File: src/rtl/mem_access.sv
// Memory-access pipeline stage: decodes load/store ops, runs a req/ack data-bus
// transaction with timeout, and formats load data for writeback.
module mem_access #(
  parameter int BUS_TIMEOUT = 255
) (
  input  logic        clk,
  input  logic        rst,
  input  logic [4:0]  wd_i,
  input  logic        wreg_i,
  input  logic [31:0] wdata_i,
  input  logic [7:0]  aluop_i,
  input  logic [31:0] mem_addr_i,
  input  logic [31:0] reg2_i,
  output logic [4:0]  wd_o,
  output logic        wreg_o,
  output logic [31:0] wdata_o,
  output logic        stallreq,
  output logic        bus_req,
  output logic        bus_we,
  output logic [31:0] bus_addr,
  output logic [3:0]  bus_sel,
  output logic [31:0] bus_wdata,
  input  logic [31:0] bus_rdata,
  input  logic        bus_ack,
  output logic        addr_err,
  output logic        bus_err
);

  localparam logic [7:0] EXE_LB_OP  = 8'b1110_0000;
  localparam logic [7:0] EXE_LH_OP  = 8'b1110_0001;
  localparam logic [7:0] EXE_LW_OP  = 8'b1110_0011;
  localparam logic [7:0] EXE_LBU_OP = 8'b1110_0100;
  localparam logic [7:0] EXE_LHU_OP = 8'b1110_0101;
  localparam logic [7:0] EXE_SB_OP  = 8'b1110_1000;
  localparam logic [7:0] EXE_SH_OP  = 8'b1110_1001;
  localparam logic [7:0] EXE_SW_OP  = 8'b1110_1011;

  localparam logic [7:0] CNT_MAX = 8'(BUS_TIMEOUT - 1);

  typedef enum logic [1:0] {IDLE, BUS, DONE} state_t;

  state_t      state;
  logic [7:0]  cnt;
  logic [31:0] rdata_q;

  logic        is_load, is_store, is_byte, is_half, is_word, is_signed;
  logic        is_mem, misalign, start;
  logic [1:0]  a;
  logic [3:0]  sel;
  logic [31:0] st_data;
  logic [7:0]  ld_byte;
  logic [15:0] ld_half;
  logic [31:0] ld_data;

  assign a = mem_addr_i[1:0];

  always_comb begin
    is_load   = 1'b0;
    is_store  = 1'b0;
    is_byte   = 1'b0;
    is_half   = 1'b0;
    is_word   = 1'b0;
    is_signed = 1'b0;
    case (aluop_i)
      EXE_LB_OP:  begin is_load  = 1'b1; is_byte = 1'b1; is_signed = 1'b1; end
      EXE_LBU_OP: begin is_load  = 1'b1; is_byte = 1'b1; end
      EXE_LH_OP:  begin is_load  = 1'b1; is_half = 1'b1; is_signed = 1'b1; end
      EXE_LHU_OP: begin is_load  = 1'b1; is_half = 1'b1; end
      EXE_LW_OP:  begin is_load  = 1'b1; is_word = 1'b1; end
      EXE_SB_OP:  begin is_store = 1'b1; is_byte = 1'b1; end
      EXE_SH_OP:  begin is_store = 1'b1; is_half = 1'b1; end
      EXE_SW_OP:  begin is_store = 1'b1; is_word = 1'b1; end
      default: ;
    endcase
  end

  assign is_mem   = is_load | is_store;
  assign misalign = (is_half & a[0]) | (is_word & (a != 2'b00));
  assign start    = (state == IDLE) & is_mem & ~misalign;
  assign addr_err = (state == IDLE) & is_mem & misalign;

  // Big-endian lanes: byte address 0 lives in bits 31:24.
  always_comb begin
    sel     = 4'b1111;
    st_data = reg2_i;
    if (is_byte) begin
      sel     = 4'b1000 >> a;
      st_data = {4{reg2_i[7:0]}};
    end else if (is_half) begin
      sel     = a[1] ? 4'b0011 : 4'b1100;
      st_data = {2{reg2_i[15:0]}};
    end
  end

  always_comb begin
    case (a)
      2'b00:   ld_byte = rdata_q[31:24];
      2'b01:   ld_byte = rdata_q[23:16];
      2'b10:   ld_byte = rdata_q[15:8];
      default: ld_byte = rdata_q[7:0];
    endcase
    ld_half = a[1] ? rdata_q[15:0] : rdata_q[31:16];
    if (is_byte)
      ld_data = {{24{is_signed & ld_byte[7]}}, ld_byte};
    else if (is_half)
      ld_data = {{16{is_signed & ld_half[15]}}, ld_half};
    else
      ld_data = rdata_q;
  end

  always_ff @(posedge clk or posedge rst) begin
    if (rst) begin
      state     <= IDLE;
      cnt       <= '0;
      rdata_q   <= '0;
      bus_req   <= 1'b0;
      bus_we    <= 1'b0;
      bus_addr  <= '0;
      bus_sel   <= '0;
      bus_wdata <= '0;
      bus_err   <= 1'b0;
    end else begin
      bus_err <= 1'b0;
      case (state)
        IDLE: if (start) begin
          state     <= BUS;
          bus_req   <= 1'b1;
          bus_we    <= is_store;
          bus_addr  <= {mem_addr_i[31:2], 2'b00};
          bus_sel   <= sel;
          bus_wdata <= st_data;
          cnt       <= '0;
        end
        BUS: begin
          if (bus_ack) begin
            rdata_q <= bus_rdata;
            bus_req <= 1'b0;
            state   <= DONE;
          end else if (cnt == CNT_MAX) begin
            rdata_q <= '0;
            bus_req <= 1'b0;
            bus_err <= 1'b1;
            state   <= DONE;
          end else begin
            cnt <= cnt + 8'd1;
          end
        end
        // Unconditional return so a held instruction is never reissued.
        DONE:    state <= IDLE;
        default: state <= IDLE;
      endcase
    end
  end

  always_comb begin
    wd_o     = wd_i;
    wreg_o   = wreg_i;
    wdata_o  = wdata_i;
    stallreq = 1'b0;
    case (state)
      IDLE: if (is_mem) begin
        wreg_o   = 1'b0;
        stallreq = ~misalign;
      end
      BUS: begin
        wreg_o   = 1'b0;
        stallreq = 1'b1;
      end
      DONE: if (is_load) begin
        wreg_o  = wreg_i & ~bus_err;
        wdata_o = ld_data;
      end
      default: ;
    endcase
  end

endmodule

File: config.mk
export PLATFORM = sky130hd
export DESIGN_NAME = mem_access
export DESIGN_NICKNAME = d
export VERILOG_FILES = /design/src/rtl/mem_access.sv
export SDC_FILE = /design/constraint.sdc
export NUM_CORES = 1
export LEC_CHECK = 0
export BUFFER_PORTS_ARGS = -buffer_cell sky130_fd_sc_hd__clkbuf_2
export CAP_MARGIN = 20
export CORE_ASPECT_RATIO = 1.75
export CORE_MARGIN = 1.5
export CORE_UTILIZATION = 52
export DETAILED_ROUTE_END_ITERATION = 8
export PLACE_DENSITY = 0.84
export SLEW_MARGIN = 20
export SYNTH_ARGS = -nofsm -noshare
export SYNTH_HDL_FRONTEND = slang
export SYNTH_SLANG_ARGS = --single-unit
File: constraint.sdc
create_clock -name clk -period 9.4 [get_ports clk]
set_clock_uncertainty 0.15 [all_clocks]
set_input_delay 0.47 -clock clk [delete_from_list [all_inputs] [get_ports clk]]
set_output_delay 0.47 -clock clk [all_outputs]
set_load 0.03 [all_outputs]
**Yosys cells after proc, flatten, opt, wreduce, memory -nomap -nowiden**

Cells that the tools add are included.

- Shift operators: 1
- Reductions and logical operators: 16
- Bitwise logic cells: 12
- Multiplexer cells: 39
- Add/sub/neg operators: 1
- Equality and inequality tests: 17

Operator list:

| kind | number |
|---|---|
| two-way mux 32 bit | 8 |
| == test 8 bit (second input constant) | 9 |
| two-way mux 8 bit | 3 |
| case mux 8 bit (3 select lines) | 1 |
| two-way mux 16 bit | 1 |
| case mux 8 bit (2 select lines) | 1 |
| two-way mux 1 bit | 15 |
| two-way mux 4 bit | 3 |
| OR reduction 3 bit | 3 |
| adder 8 x 1 -> 8 bit (second input constant) | 1 |
| AND 1 bit | 8 |
| two-way mux 2 bit | 3 |
| != test 2 bit (second input constant) | 3 |
| AND reduction 2 bit | 3 |
| nonzero test 2 bit | 3 |
| OR reduction 5 bit | 1 |
| == test 2 x 1 -> 1 bit (second input constant) | 2 |
| == test 2 bit (second input constant) | 2 |
| zero test 2 bit | 2 |
| case mux 1 bit (2 select lines) | 2 |
| case mux 2 bit (2 select lines) | 1 |
| AND reduction 4 bit | 1 |
| OR reduction 2 bit | 2 |
| right shift 4 x 2 -> 4 bit (first input constant) | 1 |
| 5 further kinds | 7 |

- Input port bits: 145
- Flip-flop bits (word level): 111
- Word-level logic and storage cells: 95

**Longest topological paths before layout**

Gate-level depths: netlist of run 1.

- Depth in word-level cells: 9
- Depth in mapped cells: 8

**Worst setup path before layout of run 1**

OpenSTA, ideal clock, no wires.

- Path kind: input to output
- Start: in mem_addr_i[0]
- End: out wdata_o[6]
- Setup slack: 6.564 ns
- Path buffers: 3
- Data arrival time: 2.216 ns
- Data required time: 8.780 ns
- Cell stages on the path: 7
- Path through: buf_2 buf_1 clkbuf_1 o21ai_0 o22ai_1 o21ai_0 a31oi_1

- Word-level cells in the longest chain between the ends: 5

RTL lines:

| what | line | RTL |
|---|---|---|
| start, declared | 12 | `input logic [31:0] mem_addr_i,` |
| == test 2 bit (tied with other cells) | 96 | `case (a)` |
| case mux 8 bit (3 select lines) * | 96 |  |
| two-way mux 32 bit * | 103 | `if (is_byte)` |
| two-way mux 32 bit * | 169 | `DONE: if (is_load) begin` |
| two-way mux 32 bit * | 160 | `case (state)` |
| end, declared | 16 | `output logic [31:0] wdata_o,` |

Mark *: on every way between the ends. The rest lies on a longest branch, timed or not.

**Worst setup path after layout of run 1**

- Start: in aluop_i[4]
- End: out stallreq

- Word-level cells in the longest chain between the ends: 8

RTL lines:

| what | line | RTL |
|---|---|---|
| start, declared | 11 | `input logic [7:0] aluop_i,` |
| == test 8 bit | 64 | `case (aluop_i)` |
| OR reduction 3 bit (no source line) or OR reduction 2 bit (tied branches) | n/a |  |
| two-way mux 1 bit | 64 |  |
| AND 1 bit | 78 | `assign misalign = (is_half & a[0]) \| (is_word & (a != 2'b00));` |
| bitwise OR 1 bit | 78 |  |
| NOT 1 bit | 163 | `stallreq = ~misalign;` |
| two-way mux 1 bit * | 161 | `IDLE: if (is_mem) begin` |
| case mux 1 bit (2 select lines) * | 160 |  |
| end, declared | 17 | `output logic stallreq,` |

Marked as above.

==> metrics.md, run 1 <==
| Metric | Value |
|---|---|
| Final setup viols | 0 |
| Avg Cell Area, Syn | 10.54 um2 |
| Largest cells by area after synthesis | dfrtp_1 47%, mux2_2 14%, a22o_1 4.8%, nand2_1 3.7%, o21ai_0 3.3% |
| Status | finished, final reports clean |
| Iter 0 DRT Violations | 285 |
| Initial core utilization | 53.10% |
| CP Launch Type | input port |
| RSZ-0062 raised after global routing | no |
| Reg2Reg Launch Point | state[0] |
| Remaining Overflow, GRT | 0 |
| First-pass GRT wire length | 27170 um |
| Min Clock Period, post-route | 4.000 ns |
| Leakage | 3.641 nW |
| CP Data Required Time | 8.78 ns |
| #FFs+latches synth | 111 |
| Most used flip-flop cell after synthesis | dfrtp_1 |
| Global router's overall resource usage | 29.00% |
| PwrDens | 226.1 nW/um2 |
| Row cnt | 51 |
| Share of layout cells above drive strength 1 | 45.80% |
| Vias in the first global route | 5633 |
| Initial antenna violation count | 2 |
| Drt drc | 0 |
| Met3 routed WL | 1272 um |
| Largest net degree at the start of global routing | 69 |
| Library cells used by synthesis | 49 |
| Area of the multi-input gates | 2809 um2 |
| EDFF count, synth | 0 |
| Total wire length | 17760 um |
| Crit path from | aluop_i[4] |
| Reg clk slew, reported paths | 0.07 ns |
| WL/cell | 19.58 um |
| Register area | 2778 um2 |
| Slowest stage cell, crit path | buf_4 |
| Crit path top cell by count | clkbuf_2 |
| Buf/Inv on CP | 3 |
| Worst VDD drop | 0.1532 mV |
| CTS Buffer Depth | 2 |
| Drt pass-1 iters | 5 |
| CTS Hold Buffers Added | 0 |
| Worst hold slack | 0.05916 ns |
| Root Buffer | clkbuf_16 |
| IO Pins | 256 |
| Async set-reset flop share out of synthesis | 100.0% |
| Post_cts resized | 0 |
| Final Total Pwr | 0.001670 W |
| Sequential share of the synthesized area | 47.39% |
| Mapped Cells | 556 |
| Synthesis-to-finish area growth | 26.00% |
| Global placer's final weighted congestion | 0.9395 |
| Met1 wire length | 5862 um |
| Die ar. | 11940 um2 |
| Worst EP arrival | 3.38 ns |
| Die width | 83.26 um |
| Routed Antenna Nets | 0 |
| Fin util | 66.90% |
| Worst-Margin Slew | 0.9192 ns |
| Routed vias/inst | 5.912 |
| Final period util | 42.56% |
| Synth top area share | 47.39% |
| Worst hold path type | input port to asynchronous set/reset pin |
| Place WS | 5.426 ns |
| Max-cap violations | 0 |
| Reg-to-reg slack, setup | 6.33 ns |
| Count leader, synth | dfrtp_1 |
| Top cells by count, synth | 111 x dfrtp_1, 74 x mux2_2, 58 x nand2_1 |
| Worst slew margin | 38.38% |
| CP Max Fanout | 68 |
| Core area | 11040 um2 |
| Number of port buffers | 243 |
| Post-CTS setup buffers | 0 |
| Metal2 WL | 9481 um |
| Post-DP HPWL | 13150 um |
| PnR worst setup slack | 5.400 ns |
| Top sig layer | met4 |
| Max Fclk | 250.0 MHz |
| Delay of the slowest critical-path stage | 0.78 ns |
| Worst setup path class | input port to output pin |
| CTS tree | yes |
| # nets final | 915 |
| Clk_lat worst skew | 0.35 ns |
| Total clock sinks | 111 |
| Fin Setup TNS | 0 ns |
| Post-Syn Area | 5862 um2 |
| Total CTS buffers | 9 |
| Synthesis Warnings | 0 |
| H-Tree Depth | 3 |
| Fillers | 892 |
| Crit path cell chain | clkbuf_2 -> nand4b_4 -> or3_1 -> a2111oi_4 -> buf_4 -> nand2b_1 -> clkbuf_2 |
| Die Ht | 143.5 um |
| Final Hold Viols | 0 |
| Total number of vias | 5362 |
| Pins Over Slew Limit | 0 |
| Top Family by Delay on Critical Path | simple AND/OR/NAND/NOR gates |
| Worst setup EP type | output pin |
| Post-synth top area cell | dfrtp_1 |
-- power breakdown --
group	internal [W]	switching, W
Clock	0.000223	0.000177
Combinational	0.000212	0.000333
Sequential	0.000605	0.000119
-- registers in the layout, indices dropped and copies added (netlist names), 2 cells and up --
register	flops
bus_addr	30
bus_sel	4
cnt	8
state	2
bus_wdata	32
rdata_q	32
-- routing by layer --
| layer | GRT usage (%) | up-vias |
|---|---|---|
| met5 | 0 | - |
| met4 | 21.05 | 0 |
| met3 | 6.318 | 77 |
| met2 | 52.25 | 305 |
| met1 | 29.34 | 2557 |
| li1 | - | 2423 |
-- final timing paths --
kind                                  to  cells after the start
setup / recovery                stallreq                      7
min in group clk             rdata_q[10]                      2
max in group asynchronous  bus_wdata[15]                      3
setup reg to reg           bus_wdata[24]                      4
hold / removal              bus_addr[31]                      2
hold reg to reg                  bus_req                      1
-- worst reg2reg max path, cell delays in order, from the launching register on --
cell and delay, ns:
dfrtp_1 0.44, or3_1 0.43, a2111oi_4 0.69, buf_4 0.78, mux2_2 0.47
-- area by class of cell --
class                      instances  area share, %
sequential                       111          37.61
timing repair buffer             248          16.97
clock buffer                      11          3.422
tap                              132          2.236
multi-input combinational        383          38.03
clock inverter                     5         0.8640
antenna                            2        0.06776
inverter                          15         0.7962
-- layout by cell type (no fill, tap or decap), types with 3 or more instances in the layout --
cell type,n
clkbuf_2,243
dfrtp_1,111
mux2_2,74
nand2_1,58
nor2_1,40
o21ai_0,38
a22o_1,32
a21oi_1,20
mux2i_1,16
a31oi_1,16
inv_1,14
mux2_1,9
nand2b_1,9
clkbuf_16,9
o22ai_1,8
nor3_1,7
o41ai_1,7
buf_4,5
or2_2,4
nand3_1,3
mux4_2,3
-- through the flow --
step,cells,area (um2)
after floorplan,557,5866
after global placement,889,7064
after detailed placement,889,7064
after CTS,905,7381
after global routing,907,7386
final,907,7386
-- cells by family (layout without fill, tap and decap cells) --
group,count (synthesis),after routing,synth area share [%]
AO/OA/AOI/OAI,140,140,16.71
AND/OR/NAND/NOR,137,137,10.78
flip-flops,111,111,47.39
multiplexers,102,102,19.83
buffers and inverters,63,279,4.802
adder cells (fa/ha/maj),2,2,0.4268
other,1,4,0.06397
(Power assumes the default switching activity.)
==> run 2, diff against run 1 <==
--- a/config.mk
+++ b/config.mk
@@ -9,9 +9,9 @@
 export CAP_MARGIN = 20
 export CORE_ASPECT_RATIO = 1.75
 export CORE_MARGIN = 1.5
-export CORE_UTILIZATION = 52
+export CORE_UTILIZATION = 43
 export DETAILED_ROUTE_END_ITERATION = 8
-export PLACE_DENSITY = 0.84
+export PLACE_DENSITY = 0.73
 export SLEW_MARGIN = 20
 export SYNTH_ARGS = -nofsm -noshare
 export SYNTH_HDL_FRONTEND = slang
==> constraint.sdc (replaced) <==
create_clock -name clk -period 3.5 [get_ports clk]
set_clock_uncertainty 0.15 [all_clocks]
set_input_delay 0.175 -clock clk [delete_from_list [all_inputs] [get_ports clk]]
set_output_delay 0.175 -clock clk [all_outputs]
set_load 0.03 [all_outputs]
==> run 2 against run 1 <==
Compared with the run above: utilization is 5.7 points lower; flip-flop and latch count stayed put; first-iteration DRC count is 12% lower; sequential power grew to 2.7 times the previous value; setup slack worse by 4.7 ns; hold slack worse by 0.017 ns; critical path type is now flop to output pin; critical endpoint is now wdata_o[12].
==> metrics.md, run 2 (synthesis results as in run 1) <==
| Metric | Value |
|---|---|
| Drt drc | 0 (unchanged) |
| Placed insts | 936 (was 889) |
| Pins Over Slew Limit | 0 (unchanged) |
| Min Clock Period, post-route | 2.779 ns |
| Worst setup path class | flop to output pin (was input port to output pin) |
| Remaining Overflow, GRT | 0 (unchanged) |
| R2r endpoint | bus_addr[26] (was bus_wdata[24]) |
| Leakage | 3.965 nW (was 3.641 nW) |
| CP Data Required Time | 3.17 ns (was 8.78 ns) |
| Worst slew margin | 40.69% (was 38.38%) |
| Die width | 91.26 um (was 83.26 um) |
| Fin util | 61.16% (was 66.90%) |
| Global router's overall resource usage | 25.66% (was 29.00%) |
| CP Max Fanout | 7 (was 68) |
| Slowest stage cell, crit path | a21boi_1 (was buf_4) |
| Die ar. | 14370 um2 (was 11940 um2) |
| Sequential power share | 42.9% (was 43.4%) |
| Switching share of power | 37.85% (was 37.67%) |
| Total CTS buffers | 9 (unchanged) |
| Reg clk slew, reported paths | 0.07 ns (about the same) |
| Initial antenna violation count | 0 (was 2) |
| CTS tree | yes (unchanged) |
| CTS Buffer Depth | 2 (unchanged) |
| RSZ-0062 raised after global routing | no (unchanged) |
| Fin Setup TNS | 0 ns (unchanged) |
| First-pass GRT wire length | 28780 um (was 27170 um) |
| ANT cells | 0 (was 2) |
| Leading cell types in the layout, fill and taps excluded | 243 x clkbuf_2, 111 x dfrtp_1, 74 x mux2_2 (unchanged) |
| Reg2Reg Launch Point | state[0] (unchanged) |
| H-Tree Depth | 3 (unchanged) |
| P_int | 0.002832 W (was 0.001041 W) |
| Final setup viols | 0 (unchanged) |
| Gate power share | 33.7% (was 32.6%) |
| Root Buffer | clkbuf_16 (unchanged) |
| # nets final | 991 (was 915) |
| Crit path cell chain | nand2b_1 -> a2111oi_4 -> a21boi_1 -> a31oi_1 -> clkbuf_2 (was clkbuf_2 -> nand4b_4 -> or3_1 -> a2111oi_4 -> buf_4 -> nand2b_1 -> clkbuf_2) |
| Biggest regs | bus_wdata x32, rdata_q x32, bus_addr x30 (unchanged) |
| Clk pwr share | 23.4% (was 24.0%) |
| Worst reg2reg path depth | 4 (unchanged) |
| Total clock sinks | 111 (unchanged) |
| Reg-to-reg slack, setup | 1.18 ns (was 6.33 ns) |
| Final Hold Viols | 0 (unchanged) |
| Synthesis-to-finish area growth | 39.64% (was 26.00%) |
| Final non-filler cell total | 1023 (was 907) |
| Row cnt | 56 (was 51) |
| Share of layout cells above drive strength 1 | 42.17% (was 45.80%) |
| Worst setup EP type | output pin (unchanged) |
| Top Family by Delay on Critical Path | compound AO/OA/AOI/OAI gates (was simple AND/OR/NAND/NOR gates) |
| WL/cell | 18.55 um (was 19.58 um) |
| Hold Crit Depth | 4 |
| Routed vias/inst | 5.414 (was 5.912) |
| PwrDens | 556.7 nW/um2 (was 226.1 nW/um2) |
| Status | finished, final reports clean (unchanged) |
| Post-DP HPWL | 13330 um (was 13150 um) |
| Worst hold path type | input port to flop (was input port to asynchronous set/reset pin) |
| Total wire length | 18970 um (was 17760 um) |
| Number of port buffers | 243 (unchanged) |
| Delay of the slowest critical-path stage | 0.69 ns (was 0.78 ns) |
| Die Ht | 157.5 um (was 143.5 um) |
| Final period util | 79.41% |
| Min-delay src | bus_ack |
| Worst-Margin Slew | 0.8897 ns (was 0.9192 ns) |
| Total number of vias | 5539 (was 5362) |
| Worst hold slack | 0.04217 ns (was 0.05916 ns) |
| CP Launch Type | flop (was input port) |
| Psw | 0.001725 W (was 0.0006292 W) |
| Core area | 13380 um2 (was 11040 um2) |
| Worst VDD drop | 0.3942 mV (was 0.1532 mV) |
| Worst EP arrival | 2.45 ns (was 3.38 ns) |
| Fillers | 1114 (was 892) |
| Iter 0 DRT Violations | 252 (was 285) |
| Buf/Inv on CP | 1 (was 3) |
| Max Fclk | 359.8 MHz |
| Largest net degree at the start of global routing | 70 (was 69) |
| Initial core utilization | 43.80% (was 53.10%) |
| Drt pass-1 iters | 7 (was 5) |
| Max-cap violations | 0 (unchanged) |
| IO Pins | 256 (unchanged) |
| Commonest non-fill, non-tap cell in the layout | clkbuf_2 (unchanged) |
| Clk_lat worst skew | 0.34 ns (was 0.35 ns) |
| Hold Path Sink | bus_err |
| Vias in the first global route | 5630 (was 5633) |
| Global placer's final weighted congestion | 0.9270 (was 0.9395) |
| Routed Antenna Nets | 0 (unchanged) |
| Post-CTS setup buffers | 0 (unchanged) |
==> run 2: metal layers <==
layer | share of wire (%) | up-vias | global-route usage [%]
met5 | 0 | - | 0
met4 | 3.8 | 0 | 12.43
met3 | 5.9 | 38 | 5.217
met2 | 54 | 264 | 47.41
met1 | 37 | 2654 | 27.53
li1 | - | 2583 | -
==> run 2: worst max path at each step <==
stage                from       endpoint  slack, ns  cells after the start
2_1_floorplan         rst   bus_addr[10]       0.24                      1
6_report         state[1]    wdata_o[12]       0.72                      5
3_3_place_gp   aluop_i[4]   bus_addr[28]       0.89                      6
3_5_place_dp   aluop_i[7]  bus_wdata[19]       0.82                      6
4_1_cts          state[1]    wdata_o[12]       0.82                      5
5_1_grt          state[1]    wdata_o[12]       0.63                      5
==> run 2: through the flow <==
stage | power (W) | cell area [um2] | setup slack, ns
2_1_floorplan | 0.002878 | 5866 | 0.2443
3_5_place_dp | 0.003438 | 7167 | 0.8213
6_report | 0.004557 | 8185 | 0.7206
5_1_grt | 0.004767 | 8185 | 0.6273
4_1_cts | 0.004575 | 8185 | 0.8162
3_3_place_gp | 0.003384 | 7167 | 0.8872
==> run 2: timing repair <==
item	4_1_cts	5_1_grt
gates resized for setup	0	0
endpoints found under the hold margin	138	0
setup endpoints to repair	0	0
hold buffers	71	0
==> run 2: cell type report <==
| type | instances | area (um2) | area share [%] |
|---|---|---|---|
| Multi-Input combinational cell | 383 | 2809 | 34.32 |
| Sequential cell | 111 | 2778 | 33.93 |
| Timing Repair Buffer | 324 | 2014 | 24.61 |
| Clock buffer | 11 | 242.7 | 2.965 |
| Tap cell | 174 | 217.7 | 2.660 |
| Clock inverter | 5 | 65.06 | 0.7949 |
| Inverter | 15 | 58.81 | 0.7184 |
==> run 2: worst min-delay path, delay by kind of cell <==
family,cells,cell delay [ns]
simple gates,3,0.22
buf+inv,1,0.11
==> run 2: power groups by stage <==
| stage | clock (W) | sequential [W] | combinational [W] |
|---|---|---|---|
| global route | 0.00114 | 0.00199 | 0.00164 |
| floorplan | 0 | 0.00227 | 0.000610 |
| detailed placement | 0 | 0.00197 | 0.00147 |
| CTS | 0.00109 | 0.00194 | 0.00154 |
| finish | 0.00107 | 0.00195 | 0.00154 |
| global placement | 0 | 0.00195 | 0.00144 |
